File: config.mk
export PLATFORM = sky130hd
export DESIGN_NAME = filter_mode_scheduler
export DESIGN_NICKNAME = d
export VERILOG_FILES = /design/src/rtl/filter_mode_scheduler.sv
export SDC_FILE = /design/constraint.sdc
export NUM_CORES = 1
export LEC_CHECK = 0
export CAP_MARGIN = 10
export CORE_MARGIN = 10
export CORE_UTILIZATION = 55
export CTS_CLUSTER_DIAMETER = 60
export CTS_CLUSTER_SIZE = 16
export DETAILED_ROUTE_END_ITERATION = 6
export GPL_ROUTABILITY_DRIVEN = 0
export PLACE_DENSITY = 0.8
export SLEW_MARGIN = 15
export SYNTH_ARGS = -nofsm -noshare
export SYNTH_HDL_FRONTEND = slang
export SYNTH_SLANG_ARGS = --single-unit
File: constraint.sdc
create_clock -name VGA_CLK -period 3.5 [get_ports VGA_CLK]
set_input_delay 0.7 -clock VGA_CLK [delete_from_list [all_inputs] [get_ports VGA_CLK]]
set_output_delay 0.7 -clock VGA_CLK [all_outputs]
set_load 0.02 [all_outputs]
File: src/rtl/filter_mode_scheduler.sv
// Frame-synchronous mode/timing controller for the VGA filter pipeline.
// Tracks VGA timing, resolves the filter mode from SW/KEY and commits it
// only on a VS falling edge so the kernel mux never changes mid-frame.
// Ports:
//   VGA_CLK, reset          pixel clock, async active-high reset
//   iVGA_HS/VS/BLANK_N      raw VGA timing (HS carried for alignment only)
//   SW, KEY                 direct mode select, active-low step buttons
//   mode, mode_pending      committed mode, request differs from commit
//   pix_x, pix_y, border    active pixel position and kernel border mask
//   frame_cnt               committed frames (wraps)
//   last_line_len, line_err line-length diagnostics
module filter_mode_scheduler #(
  parameter int WIDTH    = 800,
  parameter int HEIGHT   = 480,
  parameter int MAX_MODE = 11,
  parameter int BORDER   = 1,
  parameter int DEBOUNCE = 250000
) (
  input  logic       VGA_CLK,
  input  logic       reset,
  input  logic       iVGA_HS,
  input  logic       iVGA_VS,
  input  logic       iVGA_BLANK_N,
  input  logic [7:0] SW,
  input  logic [1:0] KEY,
  output logic [3:0] mode,
  output logic       mode_pending,
  output logic [9:0] pix_x,
  output logic [8:0] pix_y,
  output logic       border,
  output logic [7:0] frame_cnt,
  output logic [9:0] last_line_len,
  output logic       line_err
);

  localparam int DBW = $clog2(DEBOUNCE + 1);

  typedef enum logic [1:0] {
    SYNC_WAIT,
    VBLANK,
    LINE,
    HBLANK
  } state_t;

  state_t state, state_nxt;

  logic           vs_r, vs_d;
  logic           bn_r, bn_d;
  logic           hs_unused;
  logic [7:0]     sw_r;
  logic [1:0]     k_meta, k_sync, k_prev;

  logic           vs_fall, bn_rise, bn_fall;
  logic           line_end;
  logic [9:0]     len_c;
  logic [9:0]     x_nxt;
  logic [8:0]     y_nxt;
  logic           bord_c;

  logic [3:0]     step, step_nxt;
  logic [DBW-1:0] db;
  logic [1:0]     press;
  logic [3:0]     req_c, req_q;
  logic [3:0]     mode_nxt;

  // input registers; KEY gets a 2-FF synchroniser plus an edge stage
  always_ff @(posedge VGA_CLK or posedge reset) begin
    if (reset) begin
      vs_r      <= 1'b0;
      vs_d      <= 1'b0;
      bn_r      <= 1'b0;
      bn_d      <= 1'b0;
      hs_unused <= 1'b1;
      sw_r      <= '0;
      k_meta    <= 2'b11;
      k_sync    <= 2'b11;
      k_prev    <= 2'b11;
    end else begin
      vs_r      <= iVGA_VS;
      vs_d      <= vs_r;
      bn_r      <= iVGA_BLANK_N;
      bn_d      <= bn_r;
      hs_unused <= iVGA_HS;
      sw_r      <= SW;
      k_meta    <= KEY;
      k_sync    <= k_meta;
      k_prev    <= k_sync;
    end
  end

  assign vs_fall = vs_d & ~vs_r;
  assign bn_rise = bn_r & ~bn_d;
  assign bn_fall = bn_d & ~bn_r;

  // VS wins over a coincident BLANK_N edge
  always_comb begin
    state_nxt = state;
    unique case (state)
      SYNC_WAIT: if (vs_fall) state_nxt = VBLANK;
      VBLANK: begin
        if (vs_fall)      state_nxt = VBLANK;
        else if (bn_rise) state_nxt = LINE;
      end
      LINE: begin
        if (vs_fall)      state_nxt = VBLANK;
        else if (bn_fall) state_nxt = HBLANK;
      end
      HBLANK: begin
        if (vs_fall)      state_nxt = VBLANK;
        else if (bn_rise) state_nxt = LINE;
      end
    endcase
  end

  assign line_end = (state == LINE) & bn_fall & ~vs_fall;
  // pix_x holds the last pixel index, so the count is one more
  assign len_c = (pix_x == 10'h3FF) ? 10'h3FF : pix_x + 10'd1;

  always_comb begin
    x_nxt = pix_x;
    if (bn_rise)
      x_nxt = '0;
    else if (state == LINE && bn_r && pix_x != 10'h3FF)
      x_nxt = pix_x + 10'd1;
    y_nxt = pix_y;
    if (vs_fall)
      y_nxt = '0;
    else if (line_end && pix_y != 9'h1FF)
      y_nxt = pix_y + 9'd1;
  end

  // mask uses next coordinates so it aligns with pix_x/pix_y
  assign bord_c = bn_r & ((x_nxt <  10'(BORDER))
                        | (x_nxt >= 10'(WIDTH - BORDER))
                        | (y_nxt <  9'(BORDER))
                        | (y_nxt >= 9'(HEIGHT - BORDER)));

  assign press = k_prev & ~k_sync & {2{db == '0}};

  always_comb begin
    step_nxt = step;
    unique case (1'b1)
      (press == 2'b01):
        step_nxt = (step == 4'(MAX_MODE)) ? 4'd0 : step + 4'd1;
      (press == 2'b10):
        step_nxt = (step == 4'd0) ? 4'(MAX_MODE) : step - 4'd1;
      default: step_nxt = step;
    endcase
  end

  always_comb begin
    req_c = '0;
    if (sw_r == 8'd0)
      req_c = step;
    else if (sw_r <= 8'(MAX_MODE))
      req_c = sw_r[3:0];
  end

  assign mode_nxt = vs_fall ? req_q : mode;

  always_ff @(posedge VGA_CLK or posedge reset) begin
    if (reset) begin
      state         <= SYNC_WAIT;
      pix_x         <= '0;
      pix_y         <= '0;
      border        <= 1'b0;
      last_line_len <= '0;
      line_err      <= 1'b0;
      frame_cnt     <= '0;
      mode          <= '0;
      mode_pending  <= 1'b0;
      req_q         <= '0;
      step          <= '0;
      db            <= '0;
    end else begin
      state        <= state_nxt;
      pix_x        <= x_nxt;
      pix_y        <= y_nxt;
      border       <= bord_c;
      mode         <= mode_nxt;
      req_q        <= req_c;
      mode_pending <= (req_q != mode_nxt);
      step         <= step_nxt;
      if (line_end)
        last_line_len <= len_c;
      if (vs_fall)
        line_err <= 1'b0;
      else if (line_end && len_c != 10'(WIDTH))
        line_err <= 1'b1;
      if (vs_fall)
        frame_cnt <= frame_cnt + 8'd1;
      if (|press)
        db <= DBW'(DEBOUNCE);
      else if (db != '0)
        db <= db - DBW'(1);
    end
  end

endmodule

Yosys cells after proc, flatten, opt, wreduce, memory -nomap -nowiden

Cells that the tools add are included.
Widths: inputs -> output; s select.

Register bits after elaboration: 90
Input bits: 15
Output and inout port bits: 44
Word-level logic and storage cells: 97

Add/sub/neg operators: 6
Magnitude comparators: 5
Eq/ne operators: 14
Mux-type cells: 21
Bitwise logic cells: 16
Reductions and logical operators: 15

Operators with widths:

| cell                  | count |
|---|---|
| $mux 18               | 2 |
| $mux 10               | 3 |
| $mux 4                | 5 |
| $ne 10x10->1 const B  | 2 |
| $logic_not 18->1      | 1 |
| $mux 9                | 2 |
| $reduce_bool 18->1    | 1 |
| $sub 18x1->18 const B | 1 |
| $add 10x1->10 const B | 1 |
| $eq 10x10->1 const B  | 1 |
| $ge 10x10->1 const B  | 1 |
| $lt 10x1->1 const B   | 1 |
| $mux 2                | 5 |
| $add 9x1->9 const B   | 1 |
| $ge 9x9->1 const B    | 1 |
| $lt 9x1->1 const B    | 1 |
| $ne 9x9->1 const B    | 1 |
| $add 8x1->8 const B   | 1 |
| $le 8x4->1 const B    | 1 |
| $logic_not 8->1       | 1 |
| $pmux 4 s2            | 1 |
| $and 1x1->1           | 6 |
| $eq 2x2->1 const B    | 3 |
| $pmux 2 s3            | 1 |
| other kinds (19)      | 33 |

Logic depth before layout (Yosys ltp)

Word-level depth: 11
Gate-level depth with buffers: 13
Gate-level depth less buffers: 12

Worst setup path after synthesis

Ideal clock, no wire load.

Path kind: flip-flop to flip-flop
From: register db[8]
To: register step[0]
Library setup time: 0.133 ns
Arrival time: 3.091 ns
Required time: 3.367 ns
Slack: 0.276 ns
Stages on the path, launching flop included: 12
Path buffers: 1
Period minus slack after synthesis: 3.224 ns
Cells stage by stage: dfrtp_1 -> nor4_2 -> or4b_4 -> or3_4 -> or3_4 -> nor3_1 -> nand3b_1 -> ha_1 -> clkbuf_1 -> nand2b_1 -> o311ai_0 -> nand2_1

Word-level cells in the longest chain between the ends: 4
Elaborated cells between the ends (all ways): 6
Classes of those cells: eq/ne (2); mux (1); bitwise (1); reduce/logical (2)

Ends and longest elaborated chain:

| item                                                   | line     | RTL |
|---|---|---|
| start, declared                                        | 61       | `logic [DBW-1:0] db;` |
| start signal, assigned                                 | 193      | `db <= DBW'(DEBOUNCE);` |
| start signal, assigned                                 | 195      | `db <= db - DBW'(1);` |
| $logic_not 18->1 (*)                                   | 138      | `assign press = k_prev & ~k_sync & {2{db == '0}};` |
| $and 2x2->2 (*)                                        | 138      |  |
| $eq 2x2->1 / $eq 2x1->1 (equally long branches)        | 145, 143 |  |
| $pmux 4 s2 / $reduce_bool 2->1 (equally long branches) | --       |  |
| end signal, assigned                                   | 183      | `step <= step_nxt;` |
| end, declared                                          | 60       | `logic [3:0] step, step_nxt;` |

Every way passes the cells marked *; elsewhere a longest branch is shown, timed or not.
A chain may end at the register's enable or synchronous reset.

Final worst setup path

Ends and elaborated chain as after synthesis.

==> flow_summary.toml <==
[min_path]
whs_path_depth = 0
hp-class = "flip-flop to flip-flop"

[sta]
timing.final.hold_violations = 0
max_slew.worst_pin.slew_ps = 907
finalCritPeriodShare_pct = 92.1
rsz0062_at_grt = "no"
whs_ps = 360
fin_worst_skew_ps = 6.16
slew_violations = 0
relSlewSlack_pct = 39.3
tns_ps = 0
setup_viol = 0
fmax_ghz = 0.310
min_period_ps = 3220

[layout]
utilization_pct = 67.9
multiInputGateArea_um2 = 2110
design_area_um2 = 5330
fillers = 624
layout-drive-gt1-share_pct = 6.95
final_nets = 538
diodes = 0
seq_area_um2 = 2260
syn2layout_area_growth_pct = 18.4

[grt]
globalRouteMet2Util_pct = 26.3
grt_use_met1_pct = 20.8
overflow = 0
busiest_layer = "met2"
grt_pass1_vias = 3572
grt_pass1_wl_mm = 17.3
gr-usage-all-layers_pct = 16.5
antenna_found_initial = 0
grt_max_degree = 38
met3_usage_pct = 4.70

[logic_synthesis]
yosys_most_used_dff = "dfrtp_1"
ys_ff_latch = 90
synthCells = 464
synth_edf_count = 0
ys_warn_count = 0
synth_area_um2 = 4500
async_flop_share_pct = 100
avgSynthCellArea_um2 = 9.70
ys_types = 58
yosysSeqAreaShare_pct = 50.2
synth_nets = 489

[detailed_routing]
wl_mm = 10.0
dr_total_vias = 3616
vias_per_cell = 5.83
wl_per_cell_um = 16.1
drtAntennaViolNets = 0
firstDrtPassIters = 5
drt-initial-drc-count = 253
drc = 0

[clock_tree]
clock-sinks = 90
clk_path_buf_depth = 2
clock_latency_ps = 370
htree_levels = 3
cts_buffers = 9
cts_tree = "yes"
clk_pin_slew_ps = 90
root_buffer = "clkbuf_8"
hold_buffers = 0

[setup_path]
worstPathMaxFanout = 6
regToRegSetupSlack_ps = 280
r2r_end = "step[0]"
arrival_ps = 3470
path_class = "flip-flop to flip-flop"
cp.required_ps = 3750
worst_setup_path_end_kind = "flip-flop"
crit_end = "step[0]"
worst-r2r-cell-count = 10
startpoint_type = "flip-flop"
r2r_start = "db[8]"
critPathLaunch = "db[8]"

[power_and_ir_drop]
power_leakage_nw = 2.23
power_mw = 2.68
ir_drop_uv = 244
power_per_cell_area_nw_per_um2 = 502

[placement]
placed_cell_area_um2 = 5150
hpwlAfterDp_mm = 7.31
io_buffers = 57

[die]
ios = 59
core_area_um2 = 7850
die_width_um = 110
fp-row-count = 32
die_area_um2 = 12200
start_util_pct = 57.4
die_y_um = 110

[run]
timing.max_cap.violations = 0

[status]
outcome = "finished clean"
-- cell families (layout without fill, tap and decap cells) --
family	count (synthesis)	in the layout	synth area share, %
buffers and inverters	38	92	3.22
XOR/XNOR	33	33	6.42
AO/OA/AOI/OAI	90	90	12.9
flip-flops	90	90	50.2
adder cells (fa/ha/maj)	10	10	2.78
multiplexers	4	4	0.889
AND/OR/NAND/NOR	199	199	23.6
-- cell type report --
type | count | share of cell area, %
Multi-Input combinational cell | 336 | 39.6
Clock buffer | 11 | 2.65
Inverter | 14 | 1.01
Clock inverter | 5 | 0.563
Tap cell | 102 | 2.39
Timing Repair Buffer | 62 | 11.4
Sequential cell | 90 | 42.4
-- how the worst min path moves through the flow --
stage,endpoint,slack [ps],from
5_1_grt,k_sync[0],370,k_meta[0]
3_3_place_gp,k_sync[0],350,k_meta[0]
6_report,k_sync[1],360,k_meta[1]
4_1_cts,k_sync[1],360,k_meta[1]
2_1_floorplan,k_sync[0],350,k_meta[0]
3_5_place_dp,k_sync[1],350,k_meta[1]
-- layout by cell type, fill, tap and decap left out, types with 3 or more instances in the layout --
master,n
or4_1,6
nor3b_1,5
a21oi_1,24
clkbuf_8,10
ha_1,9
and3_1,8
buf_4,5
a311oi_1,3
a31oi_1,9
nor4_1,4
nor2_1,43
or3_1,4
nand2b_1,8
xor2_1,8
a41oi_1,3
nand4b_1,3
o21ai_0,21
dfstp_2,6
nand4_1,6
mux2i_1,4
o31ai_1,6
inv_1,13
clkdlybuf4s50_1,57
dfrtp_1,84
a21boi_0,3
nand2_1,50
nand3_1,21
xnor2_1,25
clkinv_2,4
and2_1,9
nand3b_1,6
nor3_1,7
o211ai_1,4
-- Yosys cell counts (all sizes together) (5+ instances only) --
cell type | number | area [um2]
a21oi | 24 | 120
a31oi | 9 | 56.3
and2 | 9 | 56.3
and3 | 8 | 50.1
clkbuf | 20 | 75.1
dfrtp | 84 | 2100
dfstp | 6 | 158
ha | 10 | 125
inv | 14 | 52.6
nand2 | 50 | 188
nand2b | 8 | 50.1
nand3 | 21 | 105
nand3b | 6 | 45.0
nand4 | 6 | 37.5
nor2 | 43 | 161
nor3 | 8 | 40.0
nor3b | 5 | 37.5
nor4 | 5 | 37.5
o21ai | 21 | 105
o31ai | 7 | 57.6
or3 | 6 | 47.5
or4 | 6 | 45.0
xnor2 | 25 | 219
xor2 | 8 | 70.1
-- state kept, by name, summed over array words and instances (netlist names), 4 cells and up --
register / count
sw_r: 8
req_q: 4
pix_y: 9
frame_cnt: 8
step: 4
mode: 4
pix_x: 10
last_line_len: 10
db: 18
-- per-layer routing --
metal	vias to the layer above	wire length, um
li1	1745	-
met1	1728	4430
met2	131	4710
met3	12	721
met4	0	148
met5	-	0
-- report_power, final --
part	internal [mW]	total [mW]	switching (mW)
combinational	0.323	0.653	0.330
sequential	1.21	1.39	0.175
clock	0.274	0.638	0.365
total	1.81	2.68	0.869
-- through the flow --
| stage | setup WS, ps | std cells |
|---|---|---|
| finish | 276 | 620 |
| global route | 72.2 | 620 |
| CTS | 138 | 620 |
| detailed placement | 21.7 | 604 |
| global placement | 108 | 604 |
| floorplan | 276 | 464 |
-- repair_timing --
action                                 in CTS  in global routing
setup endpoints to repair                   1                  3
gates resized for setup                     1                  2
endpoints found under the hold margin       0                  0
buffers inserted                            0                  0
-- worst max-delay path, stage by stage (launching register included) --
cell and delay [ps]:
dfrtp_1 420, nor4_2 330, or4b_4 520, or3_4 360
or3_4 360, nor3_4 180, nand3b_1 140, ha_2 260
nand2b_1 180, o311ai_0 280, nand2_1 80
Power figures use the tool's default switching activity.
